`src/rtl/sizer_pipe.sv`:
```
// sizer_pipe: pipelined two-output NAND2 sizing network on WIDTH lanes,
// with valid/ready flow control and a saturating delivery counter.
module sizer_pipe #(
  parameter int WIDTH = 4,
  parameter int PIPE  = 2,
  parameter int CNT_W = 8
) (
  input  logic             clk,
  input  logic             rst,
  input  logic             in_valid,
  output logic             in_ready,
  input  logic [WIDTH-1:0] nx1,
  input  logic [WIDTH-1:0] nx2,
  input  logic [WIDTH-1:0] nx3,
  input  logic [WIDTH-1:0] nx6,
  input  logic [WIDTH-1:0] nx7,
  output logic             out_valid,
  input  logic             out_ready,
  output logic [WIDTH-1:0] nx22,
  output logic [WIDTH-1:0] nx23,
  output logic [CNT_W-1:0] out_count
);

  logic             o_ld;
  logic             src_v;
  logic [WIDTH-1:0] src22;
  logic [WIDTH-1:0] src23;
  logic [WIDTH-1:0] l1_n0;
  logic [WIDTH-1:0] l1_n1;

  logic             ov_q;
  logic [WIDTH-1:0] n22_q;
  logic [WIDTH-1:0] n23_q;
  logic [CNT_W-1:0] cnt_q;
  logic [CNT_W-1:0] cnt_d;

  assign l1_n0 = ~(nx1 & nx3);
  assign l1_n1 = ~(nx3 & nx6);

  assign o_ld = !ov_q || out_ready;

  always_comb begin
    cnt_d = cnt_q;
    if (ov_q && out_ready && (cnt_q != {CNT_W{1'b1}}))
      cnt_d = cnt_q + CNT_W'(1);
  end

  always_ff @(posedge clk or posedge rst) begin
    if (rst) begin
      ov_q  <= 1'b0;
      n22_q <= '0;
      n23_q <= '0;
      cnt_q <= '0;
    end else begin
      cnt_q <= cnt_d;
      if (o_ld)
        ov_q <= src_v;
      if (o_ld && src_v) begin
        n22_q <= src22;
        n23_q <= src23;
      end
    end
  end

  assign out_valid = ov_q;
  assign nx22      = n22_q;
  assign nx23      = n23_q;
  assign out_count = cnt_q;

  if (PIPE == 1) begin : g_p1
    logic [WIDTH-1:0] n2;
    logic [WIDTH-1:0] n3;
    assign n2       = ~(nx7 & l1_n1);
    assign n3       = ~(nx2 & l1_n1);
    assign src_v    = in_valid;
    assign src22    = ~(l1_n0 & n3);
    assign src23    = ~(n2 & n3);
    assign in_ready = o_ld;
  end else if (PIPE == 2) begin : g_p2
    logic             a_v_q;
    logic             a_ld;
    logic [WIDTH-1:0] a_n0_q;
    logic [WIDTH-1:0] a_n1_q;
    logic [WIDTH-1:0] a_x2_q;
    logic [WIDTH-1:0] a_x7_q;
    logic [WIDTH-1:0] n2;
    logic [WIDTH-1:0] n3;

    assign a_ld = !a_v_q || o_ld;

    always_ff @(posedge clk or posedge rst) begin
      if (rst) begin
        a_v_q  <= 1'b0;
        a_n0_q <= '0;
        a_n1_q <= '0;
        a_x2_q <= '0;
        a_x7_q <= '0;
      end else begin
        if (a_ld)
          a_v_q <= in_valid;
        if (a_ld && in_valid) begin
          a_n0_q <= l1_n0;
          a_n1_q <= l1_n1;
          a_x2_q <= nx2;
          a_x7_q <= nx7;
        end
      end
    end

    assign n2       = ~(a_x7_q & a_n1_q);
    assign n3       = ~(a_x2_q & a_n1_q);
    assign src_v    = a_v_q;
    assign src22    = ~(a_n0_q & n3);
    assign src23    = ~(n2 & n3);
    assign in_ready = a_ld;
  end else if (PIPE == 3) begin : g_p3
    logic             a_v_q;
    logic             a_ld;
    logic [WIDTH-1:0] a_n0_q;
    logic [WIDTH-1:0] a_n1_q;
    logic [WIDTH-1:0] a_x2_q;
    logic [WIDTH-1:0] a_x7_q;
    logic             b_v_q;
    logic             b_ld;
    logic [WIDTH-1:0] b_n0_q;
    logic [WIDTH-1:0] b_n2_q;
    logic [WIDTH-1:0] b_n3_q;

    // Ready ripples back combinationally so bubbles collapse.
    assign b_ld = !b_v_q || o_ld;
    assign a_ld = !a_v_q || b_ld;

    always_ff @(posedge clk or posedge rst) begin
      if (rst) begin
        a_v_q  <= 1'b0;
        a_n0_q <= '0;
        a_n1_q <= '0;
        a_x2_q <= '0;
        a_x7_q <= '0;
        b_v_q  <= 1'b0;
        b_n0_q <= '0;
        b_n2_q <= '0;
        b_n3_q <= '0;
      end else begin
        if (a_ld)
          a_v_q <= in_valid;
        if (a_ld && in_valid) begin
          a_n0_q <= l1_n0;
          a_n1_q <= l1_n1;
          a_x2_q <= nx2;
          a_x7_q <= nx7;
        end
        if (b_ld)
          b_v_q <= a_v_q;
        if (b_ld && a_v_q) begin
          b_n0_q <= a_n0_q;
          b_n2_q <= ~(a_x7_q & a_n1_q);
          b_n3_q <= ~(a_x2_q & a_n1_q);
        end
      end
    end

    assign src_v    = b_v_q;
    assign src22    = ~(b_n0_q & b_n3_q);
    assign src23    = ~(b_n2_q & b_n3_q);
    assign in_ready = a_ld;
  end else begin : g_bad
    $error("sizer_pipe: PIPE must be 1..3");
    assign src_v    = 1'b0;
    assign src22    = '0;
    assign src23    = '0;
    assign in_ready = 1'b0;
  end

endmodule

```
`config.mk`:
```
export PLATFORM = sky130hd
export DESIGN_NAME = sizer_pipe
export DESIGN_NICKNAME = d
export VERILOG_FILES = /design/src/rtl/sizer_pipe.sv
export SDC_FILE = /design/constraint.sdc
export NUM_CORES = 1
export LEC_CHECK = 0
export ABC_CLOCK_PERIOD_IN_PS = 3500
export CAP_MARGIN = 20
export CORE_UTILIZATION = 35
export DETAILED_ROUTE_END_ITERATION = 7
export PLACE_DENSITY_LB_ADDON = 0.2
export SLEW_MARGIN = 20
export SYNTH_ARGS = -nofsm -noshare
export SYNTH_HDL_FRONTEND = slang
export SYNTH_SLANG_ARGS = --single-unit
export TNS_END_PERCENT = 100
```
`constraint.sdc`:
```
create_clock -name clk -period 3.5 [get_ports clk]
set_input_delay 0.7 -clock clk [delete_from_list [all_inputs] [get_ports clk]]
set_output_delay 0.7 -clock clk [all_outputs]
set_load 0.05 [all_outputs]
```
# Word level (Yosys, flattened, before mapping)

Index checks and enable logic that the tools add are counted.
W data, S select, Z words.

Flip-flop bits (word level): 34
Output and inout bits: 18

Bitwise operators: 12
Add/sub/neg operators: 1
Reduce and logical (&&, ||, !) cells: 8
Eq/ne operators: 1

Operator list:

| cell                  | count |
|---|---|
| $and A4 B4 Y4         | 6 |
| $not A4 Y4            | 6 |
| $add A8 B1 Y8 const B | 1 |
| $ne A8 B8 Y1 const B  | 1 |
| $logic_and A1 B1 Y1   | 4 |
| $logic_not A1 Y1      | 2 |
| $logic_or A1 B1 Y1    | 2 |

# Longest topological paths before layout

Depth after elaboration: 4
Mapped depth: 4

# Worst setup path before layout

OpenSTA, ideal clock, no wires.

Path kind: input -> output
Start: input out_ready
End: output in_ready
Arrival time: 1.252 ns
Cell stages on the path: 2
Slack: 1.548 ns
Path buffers: 1
Data required time: 2.800 ns
Path through: nand3b_2 > buf_4

Cells in the longest elaborated chain, start to end: 2

Ends and longest elaborated chain:

| what               | line | RTL |
|---|---|---|
| start: declaration | 18   | `input logic out_ready,` |
| $logic_or A1 B1 Y1 | 40   | `assign o_ld = !ov_q \|\| out_ready;` |
| $logic_or A1 B1 Y1 | 89   | `assign a_ld = !a_v_q \|\| o_ld;` |
| end: declaration   | 11   | `output logic in_ready,` |

No other way between the ends.

# Worst setup path after layout

Ends and elaborated chain as after synthesis.

==> flow_summary.json <==
{
  "numClockSinks": 34,
  "final_cell_mix": "clkdlybuf4s50_1, dfrtp_1, a21oi_1, a41oi_1, mux2_2",
  "grtUsageTotal_pct": 16.2,
  "insertion_delay_ps": 280,
  "ys_seq_area_share_pct": 58.2,
  "synth_largest_area_cell": "dfrtp_1",
  "io_pins": 42,
  "p_sw_uw": 546,
  "multi_input_area_um2": 567,
  "cts_resized": 0,
  "setup_viol": 0,
  "worstReg2RegStart": "g_p2.a_v_q$_DFFE_PP0P_",
  "hold_path_class": "flip-flop to flip-flop",
  "cts.path.max_buffers": 2,
  "grt_pass1_vias": 1082,
  "fmax_ghz": 0.389,
  "period_minus_slack_ps": 2570,
  "numPortBuffers": 41,
  "crit_path_max_fanout": 19,
  "ir_drop_mv": 0.222,
  "slew_viol_final": 0,
  "synthAdderAreaFrac_pct": 0.856,
  "synthesis.nets": 143,
  "wirelength_mm": 3.07,
  "skew_ps": 1.72,
  "critPathLaunchType": "primary input",
  "fp.dieH_um": 66.6,
  "cp-end-kind": "output port",
  "drc": 0,
  "post-route-period-util_pct": 73.4,
  "cts_root_buf": "clkbuf_8",
  "synth_xor_area_share_pct": 3.00,
  "grtUsageMet3_pct": 3.77,
  "syn_to_final_growth_pct": 39.0,
  "gr-usage-met2_pct": 25.4,
  "yosys.cell_types.count": 25,
  "nets": 188,
  "dr_total_vias": 1092,
  "cts_hold_buf": 0,
  "grt.overflow.total": 0,
  "relSlewSlack_pct": 61.7,
  "die_w_um": 66.6,
  "cellPowerDensity_nw_per_um2": 707,
  "utilization_pct": 50.8,
  "clkPwrFrac_pct": 23.1,
  "via_per_inst": 5.10,
  "regArea_um2": 851,
  "postCtsSetupBuffers": 0,
  "synth_area_per_cell_um2": 12.4,
  "cap_violations": 0,
  "pwr-share-comb_pct": 37.6,
  "fin_tns_setup_ps": 0,
  "htreeDepth": 2,
  "status": "finished, final reports clean",
  "ys_seq_elements": 34,
  "drtIter0Drc": 35,
  "yosysWarnings": 0,
  "startpoint": "out_ready",
  "power.leakage_nw": 0.829,
  "critPathRequiredTime_ps": 2800,
  "worstPathArrival_ps": 1870,
  "ant_nets": 0,
  "min-delay-start": "g_p2.a_n0_q[2]$_DFFE_PP0P_",
  "synth_area_um2": 1460,
  "synth_top_area_share_pct": 58.2,
  "nFillCells": 348,
  "wl_per_cell_um": 14.4,
  "rows": 23,
  "n_antenna_cell": 0,
  "drive_gt1_share_pct": 16.5,
  "grt_pass1_wl_mm": 5.17,
  "hold_violations": 0,
  "top_usage_layer": "met2",
  "synth_compound_area_share_pct": 15.8,
  "pwr-share-seq_pct": 39.3,
  "grt_start_max_net_pins": 35,
  "yosys.area_share.simple_pct": 8.65,
  "path_clk_slew_ps": 60,
  "layout_commonest_cell": "clkdlybuf4s50_1",
  "dp.final_hpwl_mm": 2.20,
  "cts_tree": "built",
  "synth_top_family_by_area": "compound AO/OA/AOI/OAI gates",
  "start_util_pct": 36.5,
  "cts_buffers": 5,
  "coreArea_um2": 4000,
  "synthCells": 118,
  "firstDrtPassIters": 4,
  "power.internal_uw": 890,
  "worstMarginPinSlew_ps": 573,
  "gp_congestion": 0.761,
  "criticalPathCategory": "primary input to output port",
  "use_met1_pct": 20.4,
  "rsz0062_at_grt": "false",
  "antenna_found_initial": 0,
  "p_sw_share_pct": 38.1,
  "dieArea_um2": 4440,
  "synth.area.mux_share_pct": 10.4,
  "netlist_top_cells_area": "dfrtp_1, mux2_2, a41oi_1"
}
==> cell families (layout without fill, tap and decap cells) <==
logic type / Yosys count / in the layout
xor gates and xnor gates: 5 / 5
adders and majority gates: 1 / 1
DFF: 34 / 34
AOI/OAI and AO/OA: 34 / 34
muxes: 14 / 14
and+or+nand+nor: 20 / 20
buffers and inverters: 10 / 56
==> metrics by stage <==
stage / setup slack, ps / total power [mW] / cell area, µm² / hold slack, ps / cells
detailed placement: 936 / 1.12 / 1920 / 467 / 206
finish: 930 / 1.44 / 2030 / 481 / 214
global placement: 941 / 1.11 / 1920 / 478 / 206
floorplan: 1550 / 0.918 / 1460 / 449 / 118
global route: 871 / 1.52 / 2030 / 492 / 214
CTS: 928 / 1.45 / 2030 / 486 / 214
==> synthesized netlist by cell type (all sizes together) <==
cell     n
dfrtp   34
a21oi   13
a41oi   12
mux2    10
nand2    7
inv      5
xnor2    5
mux2i    4
o211ai   4
o21ai    4
and4     3
buf      3
nand2b   3
nand4    3
clkbuf   2
a31oi    1
and3     1
ha       1
nand3    1
nand3b   1
or2b     1
==> power by group through the flow <==
stage / Combinational, mW / Clock, mW / Sequential, mW
finish: 0.541 / 0.331 / 0.564
global route: 0.577 / 0.361 / 0.581
CTS: 0.546 / 0.343 / 0.565
detailed placement: 0.546 / 0 / 0.571
global placement: 0.540 / 0 / 0.568
floorplan: 0.143 / 0 / 0.775
==> critical path, cell delays in order <==
cell and delay, ps:
clkdlybuf4s50_1 560, nand3b_2 150, buf_4 220, buf_4 230
==> metal layers <==
metal / wire (µm) / share of wire (%)
met5: 0 / 0
met2: 1440 / 47
met3: 165 / 5.4
met4: 51 / 1.7
met1: 1410 / 46
==> state kept, by name, summed over array words and instances (netlist names) <==
signal and flops:
out_count 8, g_p2.a_x7_q 4, g_p2.a_n0_q 4, g_p2.a_n1_q 4, g_p2.a_x2_q 4, nx22 4
nx23 4, out_valid 1, g_p2.a_v_q 1
==> cell type report <==
class | count | area share, %
clock buffers | 8 | 5.42
flip-flops and latches | 34 | 41.9
well taps | 50 | 3.08
inverters | 5 | 0.924
multi-input cells | 74 | 27.9
repair buffers | 43 | 20.8
==> final timing paths <==
kind / cells past startpoint / slack (ps) / end
hold reg to reg: 1 / 480 / nx22[2]$_DFFE_PP0P_
min in group asynchronous: 3 / 830 / nx23[0]$_DFFE_PP0P_
setup / recovery: 4 / 930 / in_ready
setup reg to reg: 4 / 1990 / g_p2.a_x7_q[3]$_DFFE_PP0P_
max in group asynchronous: 3 / 2370 / g_p2.a_n1_q[2]$_DFFE_PP0P_
hold / removal: 1 / 480 / nx22[2]$_DFFE_PP0P_
(Power assumes the default switching activity.)
